**src/rtl/store_buffer_pkg.sv**
```systemverilog
// Shared widths, drain FSM encoding and entry layout for the store buffer.
package store_buffer_pkg;
    localparam int SB_DEPTH_DEF = 4;
    localparam int ADDR_W       = 32;
    localparam int DATA_W       = 32;
    localparam int PTAG_W       = 6;

    typedef enum logic {
        SB_IDLE  = 1'b0,
        SB_WRITE = 1'b1
    } sb_state_e;

    typedef struct packed {
        logic [ADDR_W-1:0] addr;
        logic [DATA_W-1:0] data;
    } sb_entry_t;

    // Loads and stores are compared at word granularity.
    function automatic logic word_match(input logic [ADDR_W-1:0] a, input logic [ADDR_W-1:0] b);
        return a[ADDR_W-1:2] == b[ADDR_W-1:2];
    endfunction
endpackage

```
**src/rtl/store_buffer_if.sv**
```systemverilog
// Store buffer bus bundle: ROB commit, register-file read, cache write and load probe.
interface store_buffer_if import store_buffer_pkg::*; ();
    logic              Rob_CommitMemWrite;
    logic [ADDR_W-1:0] Rob_SwAddr;
    logic [PTAG_W-1:0] Rob_CommitCurrPhyAddr;
    logic [PTAG_W-1:0] SB_RfRdAddr;
    logic [DATA_W-1:0] Rf_SbData;
    logic              SB_Full;
    logic              SB_DceWrite;
    logic [ADDR_W-1:0] SB_DceAddr;
    logic [DATA_W-1:0] SB_DceData;
    logic              Dce_WriteDone;
    logic [ADDR_W-1:0] Lsq_LoadAddr;
    logic              SB_AddrMatch;

    // CPU side: ROB, register file, data cache and LSQ.
    modport master (
        output Rob_CommitMemWrite, Rob_SwAddr, Rob_CommitCurrPhyAddr, Rf_SbData,
               Dce_WriteDone, Lsq_LoadAddr,
        input  SB_RfRdAddr, SB_Full, SB_DceWrite, SB_DceAddr, SB_DceData, SB_AddrMatch
    );

    modport slave (
        input  Rob_CommitMemWrite, Rob_SwAddr, Rob_CommitCurrPhyAddr, Rf_SbData,
               Dce_WriteDone, Lsq_LoadAddr,
        output SB_RfRdAddr, SB_Full, SB_DceWrite, SB_DceAddr, SB_DceData, SB_AddrMatch
    );
endinterface

```
**src/rtl/store_buffer.sv**
```systemverilog
// Committed-store FIFO drained to the data cache one entry at a time, with a
// word-address match against issuing loads.
module store_buffer import store_buffer_pkg::*; #(
    parameter int SB_DEPTH = SB_DEPTH_DEF
) (
    input  logic           Clk,
    input  logic           Resetb,
    store_buffer_if.slave  sb
);
    localparam int IW = $clog2(SB_DEPTH);
    localparam int PW = IW + 1;

    logic [PW-1:0] rd_ptr_q, rd_ptr_d;
    logic [PW-1:0] wr_ptr_q, wr_ptr_d;
    logic [PW-1:0] count;
    sb_state_e     state_q;
    sb_entry_t     mem_q [SB_DEPTH];
    sb_entry_t     head;
    logic          empty, full, push, pop, match;

    assign empty = rd_ptr_q == wr_ptr_q;
    assign full  = (rd_ptr_q[IW-1:0] == wr_ptr_q[IW-1:0]) && (rd_ptr_q[IW] != wr_ptr_q[IW]);
    assign count = wr_ptr_q - rd_ptr_q;

    assign push = sb.Rob_CommitMemWrite && !full;
    assign pop  = (state_q == SB_WRITE) && sb.Dce_WriteDone;

    assign wr_ptr_d = push ? wr_ptr_q + PW'(1) : wr_ptr_q;
    assign rd_ptr_d = pop  ? rd_ptr_q + PW'(1) : rd_ptr_q;

    always_ff @(posedge Clk or negedge Resetb) begin
        if (!Resetb) begin
            rd_ptr_q <= '0;
            wr_ptr_q <= '0;
            state_q  <= SB_IDLE;
        end else begin
            rd_ptr_q <= rd_ptr_d;
            wr_ptr_q <= wr_ptr_d;
            case (state_q)
                SB_IDLE:  if (!empty) state_q <= SB_WRITE;
                // A same-edge push keeps the drain going without an IDLE bubble.
                SB_WRITE: if (pop && (rd_ptr_d == wr_ptr_d)) state_q <= SB_IDLE;
                default:  state_q <= SB_IDLE;
            endcase
        end
    end

    // Entry storage is not reset; pointers alone define occupancy.
    always_ff @(posedge Clk) begin
        if (push) mem_q[wr_ptr_q[IW-1:0]] <= '{addr: sb.Rob_SwAddr, data: sb.Rf_SbData};
    end

    always_comb begin
        logic [IW-1:0] off;
        match = 1'b0;
        off   = '0;
        for (int i = 0; i < SB_DEPTH; i++) begin
            off = IW'(i) - rd_ptr_q[IW-1:0];
            if (({1'b0, off} < count) && word_match(mem_q[i].addr, sb.Lsq_LoadAddr))
                match = 1'b1;
        end
    end

    assign head            = mem_q[rd_ptr_q[IW-1:0]];
    assign sb.SB_RfRdAddr  = sb.Rob_CommitCurrPhyAddr;
    assign sb.SB_Full      = full;
    assign sb.SB_DceWrite  = state_q == SB_WRITE;
    assign sb.SB_DceAddr   = head.addr;
    assign sb.SB_DceData   = head.data;
    assign sb.SB_AddrMatch = match;

`ifndef SYNTHESIS
    // The ROB must hold its store while SB_Full is up; such a commit is dropped.
    always @(posedge Clk) begin
        if (Resetb && sb.Rob_CommitMemWrite)
            assert (!full) else $warning("store_buffer: commit while full dropped");
    end
`endif
endmodule

```
**src/flat_wrapper.sv**
```systemverilog
// flat-port wrapper written by rule: the top's interface ports become plain ports
module store_buffer_flat import store_buffer_pkg::*;
#(
    parameter int SB_DEPTH = SB_DEPTH_DEF
)
  (Clk, Resetb, sb_Rob_CommitMemWrite, sb_Rob_SwAddr, sb_Rob_CommitCurrPhyAddr, sb_Rf_SbData, sb_Dce_WriteDone, sb_Lsq_LoadAddr, sb_SB_RfRdAddr, sb_SB_Full, sb_SB_DceWrite, sb_SB_DceAddr, sb_SB_DceData, sb_SB_AddrMatch);
  store_buffer_if sb_i ();
  input  logic Clk;
  input  logic Resetb;
  input wire logic [$bits(sb_i.Rob_CommitMemWrite)-1:0] sb_Rob_CommitMemWrite;
  input wire logic [$bits(sb_i.Rob_SwAddr)-1:0] sb_Rob_SwAddr;
  input wire logic [$bits(sb_i.Rob_CommitCurrPhyAddr)-1:0] sb_Rob_CommitCurrPhyAddr;
  input wire logic [$bits(sb_i.Rf_SbData)-1:0] sb_Rf_SbData;
  input wire logic [$bits(sb_i.Dce_WriteDone)-1:0] sb_Dce_WriteDone;
  input wire logic [$bits(sb_i.Lsq_LoadAddr)-1:0] sb_Lsq_LoadAddr;
  output wire logic [$bits(sb_i.SB_RfRdAddr)-1:0] sb_SB_RfRdAddr;
  output wire logic [$bits(sb_i.SB_Full)-1:0] sb_SB_Full;
  output wire logic [$bits(sb_i.SB_DceWrite)-1:0] sb_SB_DceWrite;
  output wire logic [$bits(sb_i.SB_DceAddr)-1:0] sb_SB_DceAddr;
  output wire logic [$bits(sb_i.SB_DceData)-1:0] sb_SB_DceData;
  output wire logic [$bits(sb_i.SB_AddrMatch)-1:0] sb_SB_AddrMatch;
  assign sb_i.Rob_CommitMemWrite = sb_Rob_CommitMemWrite;
  assign sb_i.Rob_SwAddr = sb_Rob_SwAddr;
  assign sb_i.Rob_CommitCurrPhyAddr = sb_Rob_CommitCurrPhyAddr;
  assign sb_i.Rf_SbData = sb_Rf_SbData;
  assign sb_i.Dce_WriteDone = sb_Dce_WriteDone;
  assign sb_i.Lsq_LoadAddr = sb_Lsq_LoadAddr;
  assign sb_SB_RfRdAddr = sb_i.SB_RfRdAddr;
  assign sb_SB_Full = sb_i.SB_Full;
  assign sb_SB_DceWrite = sb_i.SB_DceWrite;
  assign sb_SB_DceAddr = sb_i.SB_DceAddr;
  assign sb_SB_DceData = sb_i.SB_DceData;
  assign sb_SB_AddrMatch = sb_i.SB_AddrMatch;
  store_buffer #(.SB_DEPTH(SB_DEPTH)) u_core (.Clk(Clk), .Resetb(Resetb), .sb(sb_i));
endmodule
```
**config.mk**
```make
export PLATFORM = sky130hd
export DESIGN_NAME = store_buffer_flat
export DESIGN_NICKNAME = d
export VERILOG_FILES = /design/src/rtl/store_buffer_pkg.sv /design/src/rtl/store_buffer_if.sv /design/src/rtl/store_buffer.sv /design/src/flat_wrapper.sv
export SDC_FILE = /design/constraint.sdc
export NUM_CORES = 1
export LEC_CHECK = 0
export BUFFER_PORTS_ARGS = -buffer_cell sky130_fd_sc_hd__buf_2
export CAP_MARGIN = 15
export CORE_MARGIN = 1.5
export CORE_UTILIZATION = 45
export CTS_BUF_LIST = sky130_fd_sc_hd__clkbuf_16
export DETAILED_ROUTE_END_ITERATION = 7
export GPL_ROUTABILITY_DRIVEN = 0
export PLACE_DENSITY = 0.66
export SETUP_SLACK_MARGIN = 0.02
export SLEW_MARGIN = 20
export SYNTH_ARGS = -nofsm -noshare
export SYNTH_HDL_FRONTEND = slang
export SYNTH_SLANG_ARGS = --single-unit
```
**constraint.sdc**
```tcl
create_clock -name Clk -period 4.1 [get_ports Clk]
set_clock_uncertainty 0.2 [all_clocks]
set_input_delay 0.41 -clock Clk [delete_from_list [all_inputs] [get_ports Clk]]
set_output_delay 0.41 -clock Clk [all_outputs]
set_load 0.02 [all_outputs]
```
### Yosys cells after proc, flatten, opt, wreduce, memory -nomap -nowiden

Memories as Yosys holds them, arrays and structs flattened.
Cells that the tools add are included.

* bits in registers: 7
* latch bits: 0
* RAM bits: 256
* bits in read-only memories: 0
* input port bits: 106
* output and inout port bits: 73
* memories: 1

Memories
* u_core.mem_q: depth 4, width 64, read ports 5, clocked after memory_dff 0, wr ports 1, RTL line store_buffer.sv:17 `sb_entry_t mem_q [SB_DEPTH];`

* add/subtract/negate cells: 7
* $mul: 0
* div/mod/pow operators: 0
* magnitude comparators: 4
* equality and inequality tests: 8
* shift-type cells: 0
* mux-type cells: 11
* bitwise operators: 1
* reduce and logical (&&, ||, !) cells: 9

Operators by type and width (count)
* == test 30 bit: 4
* < comparator 2 x 3 -> 1 bit: 4
* logical AND 1 bit: 8
* 2-to-1 mux 1 bit: 8
* adder 3 x 1 -> 3 bit, second input constant: 2
* == test 3 bit: 2
* 2-to-1 mux 3 bit: 2
* subtractor 1 x 2 -> 2 bit, first input constant: 2
* subtractor 2 bit, first input constant: 2
* subtractor 3 bit: 1
* == test 2 bit: 1
* case mux 1 bit (2 select lines): 1
* logical NOT 1 bit: 1
* != test 1 bit: 1
* NOT 1 bit: 1

### Logic depth before layout (Yosys ltp)

* depth after elaboration: 9
* mapped depth: 10
* mapped depth without buffers: 10

### Worst setup path after synthesis

OpenSTA, ideal clock, no wires.

* kind: register to register
* start: reg u_core.rd_ptr_q[1]
* end: mem u_core.mem_q[0][0] (netlist name), enable pin
* setup time: 394 ps
* arrival time: 2725 ps
* data required time: 3506 ps
* path slack: 782 ps
* cell stages (with the launch flop): 8
* buffers on the path: 2
* period minus slack after synthesis: 3318 ps
* cells stage by stage: dfrtp_1 -> clkbuf_1 -> clkbuf_1 -> inv_1 -> ha_1 -> nand2_1 -> o21a_4 -> and2_2

* longest elaborated chain between the ends: 6

Ends and longest elaborated chain
* start: declaration: RTL line store_buffer.sv:13 `logic [PW-1:0] rd_ptr_q, rd_ptr_d;`
* start signal: assignment: RTL line store_buffer.sv:37 `rd_ptr_q <= rd_ptr_d;`
* == test 2 bit: RTL line store_buffer.sv:22 `assign full = (rd_ptr_q[IW-1:0] == wr_ptr_q[IW-1:0]) && (rd_ptr_q[IW] != wr_ptr_q[IW]);`
* logical AND 1 bit: RTL line store_buffer.sv:22
* logical NOT 1 bit: RTL line store_buffer.sv:25 `assign push = sb.Rob_CommitMemWrite && !full;`
* logical AND 1 bit: RTL line store_buffer.sv:25
* 2-to-1 mux 1 bit: RTL line store_buffer.sv:50 `if (push) mem_q[wr_ptr_q[IW-1:0]] <= '{addr: sb.Rob_SwAddr, data: sb.Rf_SbData};`
* 2-to-1 mux 1 bit (not written as such): RTL line store_buffer.sv:50
* end: declaration: RTL line store_buffer.sv:17

No other way between the ends.

### Worst setup path after layout

* start: reg u_core.wr_ptr_q[0]
* end: out sb_SB_AddrMatch

* longest elaborated chain between the ends: 7

Ends and longest elaborated chain
* start: declaration: RTL line store_buffer.sv:14 `logic [PW-1:0] wr_ptr_q, wr_ptr_d;`
* start signal: assignment: RTL line store_buffer.sv:38 `wr_ptr_q <= wr_ptr_d;`
* subtractor 3 bit (*): RTL line store_buffer.sv:23 `assign count = wr_ptr_q - rd_ptr_q;`
* < comparator 2 x 3 -> 1 bit: RTL line store_buffer.sv:59 `if (({1'b0, off} < count) && word_match(mem_q[i].addr, sb.Lsq_LoadAddr))`
* logical AND 1 bit: RTL line store_buffer.sv:59
* 2-to-1 mux 1 bit (3 in series): RTL line store_buffer.sv:59
* 2-to-1 mux 1 bit (*): RTL line store_buffer.sv:59
* end: declaration: RTL line flat_wrapper.sv:21 `output wire logic [$bits(sb_i.SB_AddrMatch)-1:0] sb_SB_AddrMatch;`

Mark *: on every way between the ends. The rest lies on a longest branch, timed or not.

==> impl_metrics.prom <==
# TYPE chip_impl_metric gauge
chip_impl_info{name="status",value="finished clean"} 1
chip_impl_metric{name="power.share.switching",unit="%"} 34.3
chip_impl_metric{name="place.detailed.hpwl",unit="µm"} 16800
chip_impl_metric{name="synthSimpleGateAreaFrac",unit="%"} 3.34
chip_impl_metric{name="core.rowCount",unit=""} 57
chip_impl_metric{name="worstMarginPinSlew",unit="ns"} 1.04
chip_impl_metric{name="final_nets",unit=""} 945
chip_impl_info{name="critPathCaptureType",value="primary output"} 1
chip_impl_metric{name="power.density_cell_area",unit="mW/mm²"} 718
chip_impl_metric{name="netlist_area",unit="mm²"} 0.0114
chip_impl_metric{name="globalRouteOverflowTotal",unit=""} 0
chip_impl_metric{name="vias_per_cell",unit=""} 5.30
chip_impl_metric{name="min_period",unit="ns"} 3.71
chip_impl_metric{name="flow.area_growth_from_synthesis",unit="%"} 23.6
chip_impl_metric{name="crit_arrival",unit="ns"} 3.10
chip_impl_metric{name="via_count_of_the_first_global_routing_pass",unit=""} 6658
chip_impl_info{name="critical_path_class",value="register to primary output"} 1
chip_impl_metric{name="syn-num-nets",unit=""} 725
chip_impl_metric{name="all_layer_global_routing_usage",unit="%"} 19.7
chip_impl_metric{name="cts.sinks",unit=""} 263
chip_impl_metric{name="synth.yosys.seq_area_share",unit="%"} 69.3
chip_impl_metric{name="wl_met1",unit="µm"} 10300
chip_impl_metric{name="yosys.area_share.adder",unit="%"} 1.61
chip_impl_metric{name="synth-xor-area-share",unit="%"} 10.3
chip_impl_info{name="synth_top_cells_by_area",value="edfxtp_1, mux4_2, xnor2_1"} 1
chip_impl_info{name="layout_common_cells",value="edfxtp_1, buf_2, xnor2_1"} 1
chip_impl_info{name="final_common_cell",value="edfxtp_1"} 1
chip_impl_metric{name="worst_skew_pair.late_latency",unit="ns"} 0.53
chip_impl_metric{name="total_number_of_h_tree_levels",unit=""} 1
chip_impl_info{name="crit_path_start_kind",value="register"} 1
chip_impl_metric{name="per_cell_routed_wire_length",unit="µm"} 21.7
chip_impl_metric{name="max-cap-violations",unit=""} 0
chip_impl_metric{name="synth_cells",unit=""} 605
chip_impl_metric{name="achievable-frequency",unit="MHz"} 270
chip_impl_metric{name="comb_power_share",unit="%"} 37.6
chip_impl_metric{name="crit_path_max_incr_delay",unit="ns"} 0.48
chip_impl_metric{name="floorplan.io_pins",unit=""} 179
chip_impl_info{name="cts_root_buffer",value="clkbuf_16"} 1
chip_impl_metric{name="vias",unit=""} 6206
chip_impl_metric{name="total_core_area",unit="mm²"} 0.0245
chip_impl_metric{name="first_iter_violations",unit=""} 413
chip_impl_metric{name="area_taken_by_multi_input_logic_gates",unit="mm²"} 0.00325
chip_impl_info{name="crit_chain",value="inv_1 > ha_1 > inv_1 > fa_1 > inv_1 > ha_1 > nor2b_1 > o21ai_0 > nand3_1 > nand4_1 > buf_2"} 1
chip_impl_metric{name="clkSlewWorstSetupHoldPaths",unit="ns"} 0.06
chip_impl_metric{name="synth_compound_gate_area_share",unit="%"} 0.661
chip_impl_info{name="path_common_cell",value="inv_1"} 1
chip_impl_info{name="cpMaxStageDelayCell",value="fa_1"} 1
chip_impl_metric{name="antenna_violations_before_repair",unit=""} 4
chip_impl_metric{name="detail_route.drc_violations",unit=""} 0
chip_impl_metric{name="grt_max_degree",unit=""} 67
chip_impl_metric{name="power_leakage",unit="nW"} 4.79
chip_impl_metric{name="area.sequential",unit="mm²"} 0.00787
chip_impl_metric{name="wl_met2",unit="µm"} 12800
chip_impl_metric{name="layout.filler_cells",unit=""} 1909
chip_impl_metric{name="synth_top_area_share",unit="%"} 67.7
chip_impl_metric{name="cts_setup_buffers",unit=""} 0
chip_impl_metric{name="irDropWorstVdd",unit="mV"} 0.327
chip_impl_metric{name="ys_seq_elements",unit=""} 263
chip_impl_metric{name="setup_violations",unit=""} 0
chip_impl_metric{name="crit_required",unit="ns"} 3.49
chip_impl_metric{name="route.antenna.remaining_nets",unit=""} 0
chip_impl_metric{name="finalSetupTns",unit="ns"} 0
chip_impl_info{name="hold_class",value="input port to asynchronous set/reset pin"} 1
chip_impl_metric{name="initial_core_util",unit="%"} 46.3
chip_impl_metric{name="final_core_util",unit="%"} 57.2
chip_impl_metric{name="drtPass1Iterations",unit=""} 5
chip_impl_metric{name="slew_headroom",unit="%"} 31.0
chip_impl_metric{name="dr_wl_met3",unit="µm"} 1890
chip_impl_info{name="rsz0062_at_grt",value="no"} 1
chip_impl_metric{name="cts_hold_buffers",unit=""} 66
chip_impl_metric{name="sequentialPowerShare",unit="%"} 38.6
chip_impl_metric{name="cts-buffers-inserted",unit=""} 28
chip_impl_metric{name="total_die_area",unit="mm²"} 0.0262
chip_impl_metric{name="pwr-share-clk",unit="%"} 23.8
chip_impl_metric{name="buffer_ports.inserted",unit=""} 164
chip_impl_metric{name="min_period_over_period",unit="%"} 90.5
chip_impl_metric{name="total_switching_power",unit="mW"} 3.46
chip_impl_metric{name="die-width",unit="µm"} 162
chip_impl_metric{name="die-height",unit="µm"} 162
chip_impl_metric{name="synth.distinct_cells",unit=""} 29
chip_impl_metric{name="share_of_final_layout_standard_cells_stronger_than_drive_strength_1",unit="%"} 33.8
chip_impl_metric{name="grt_first_pass_wirelength",unit="µm"} 38500
chip_impl_info{name="yosysTopAreaCell",value="edfxtp_1"} 1
chip_impl_metric{name="int_pwr",unit="mW"} 6.61
chip_impl_metric{name="drv_slew",unit=""} 0
chip_impl_metric{name="ctsLongestPathBuffers",unit=""} 3
chip_impl_metric{name="postCtsResizedCells",unit=""} 0
chip_impl_info{name="synth_top_family_by_area",value="multiplexers"} 1
chip_impl_metric{name="timing.critical_path.fanout_max",unit=""} 5
chip_impl_metric{name="synthesis.area_per_instance",unit="µm²"} 18.8
chip_impl_info{name="dr.max_layer_used",value="met5"} 1
chip_impl_metric{name="report.final.hold_viol_count",unit=""} 0
chip_impl_metric{name="proportion_of_synthesized_area_in_mux_cells",unit="%"} 12.7
chip_impl_metric{name="route.final.wire_length",unit="µm"} 25400
chip_impl_info{name="tritoncts_clock_tree",value="built"} 1
chip_impl_metric{name="yosysWarnings",unit=""} 0
## through the flow
stage	area [µm²]	hold slack, ns	worst slack (ns)	total power, mW	cells
6_report	14000	0.0418	0.391	10.1	1172
5_1_grt	14000	0.0544	0.171	10.6	1170
4_1_cts	14000	0.0356	0.345	10.2	1170
3_5_place_dp	12500	0.0591	0.913	7.75	1053
3_3_place_gp	12500	0.0485	1.01	7.65	1053
2_1_floorplan	11400	-0.0856	0.782	6.48	605
## registers in the layout, summed over array words and instances (netlist names)
register / count
u_core.mem_q: 256
u_core.wr_ptr_q: 3
u_core.sb.SB_DceWrite: 1
u_core.rd_ptr_q: 3
## cells in the mapped netlist
cell type / instances
dfrtp_1: 7
edfxtp_1: 256
xor2_1: 2
buf_1: 4
o21a_4: 1
a211o_1: 1
ha_1: 13
clkbuf_1: 33
fa_1: 1
o21ai_0: 6
nor2_1: 2
and2_2: 4
xnor2_1: 126
a31oi_1: 1
inv_1: 7
buf_4: 6
a21o_1: 1
buf_2: 7
nor3_1: 2
nor2b_1: 2
nand4_1: 29
xnor2_4: 1
nand3_1: 7
nand2_1: 10
nor4_1: 8
mux4_2: 64
xnor2_2: 1
o31ai_1: 1
nor3b_1: 2
## kinds of logic (layout without fill, tap and decap cells)
kind of cell | Yosys count | after routing
flops | 263 | 263
xor+xnor | 130 | 130
simple gates | 66 | 66
mux | 64 | 64
buf+inv | 57 | 298
fa+ha+maj | 14 | 14
compound gates | 11 | 11
other cells | 0 | 2
## worst paths after layout
| check | endpoint | depth (start not counted) | slack (ns) | startpoint |
|---|---|---|---|---|
| worst max-delay path | sb_SB_AddrMatch | 11 | 0.39 | u_core.wr_ptr_q[0] |
| worst min-delay path | u_core.sb.SB_DceWrite | 2 | 0.04 | Resetb |
| worst max register to register | u_core.mem_q[3][50] | 6 | 1.32 | u_core.wr_ptr_q[0] |
| worst min register to register | u_core.rd_ptr_q[2] | 1 | 0.40 | u_core.rd_ptr_q[2] |
| max in group asynchronous | u_core.rd_ptr_q[0] | 2 | 3.47 | Resetb |
| min in group Clk | u_core.wr_ptr_q[1] | 3 | 0.13 | sb_Rob_CommitMemWrite |
## power by group through the flow
stage | clock (mW) | combinational [mW] | sequential (mW)
after floorplan | 0 | 2.60 | 3.88
after global placement | 0 | 3.76 | 3.89
after detailed placement | 0 | 3.81 | 3.94
after CTS | 2.44 | 3.88 | 3.89
after global routing | 2.55 | 4.09 | 3.94
final | 2.40 | 3.79 | 3.88
## critical path, delay by kind of cell, from the launching register on
kind                     cells  cell delay (ns)
AND/OR/NAND/NOR              3             0.37
flip-flops                   1             0.42
adder cells (fa/ha/maj)      3             0.99
AO/OA/AOI/OAI                1             0.21
buffers and inverters        4             0.58
## metal layers
metal | track usage [%] | up-vias
met5 | 0 | -
met4 | 4.55 | 4
met3 | 4.67 | 39
met2 | 34.0 | 216
met1 | 25.4 | 3147
li1 | - | 2800
## final cells by class
| cell class | instances | area share, % |
|---|---|---|
| flip-flops and latches | 263 | 56.1 |
| multi-input cells | 285 | 23.2 |
| repair buffers | 240 | 11.4 |
| clock buffers | 29 | 5.17 |
| well taps | 324 | 2.89 |
| clock inverters | 22 | 1.11 |
| inverters | 7 | 0.187 |
| diodes | 2 | 0.0357 |
No activity file was read; power rests on OpenSTA's default activity.
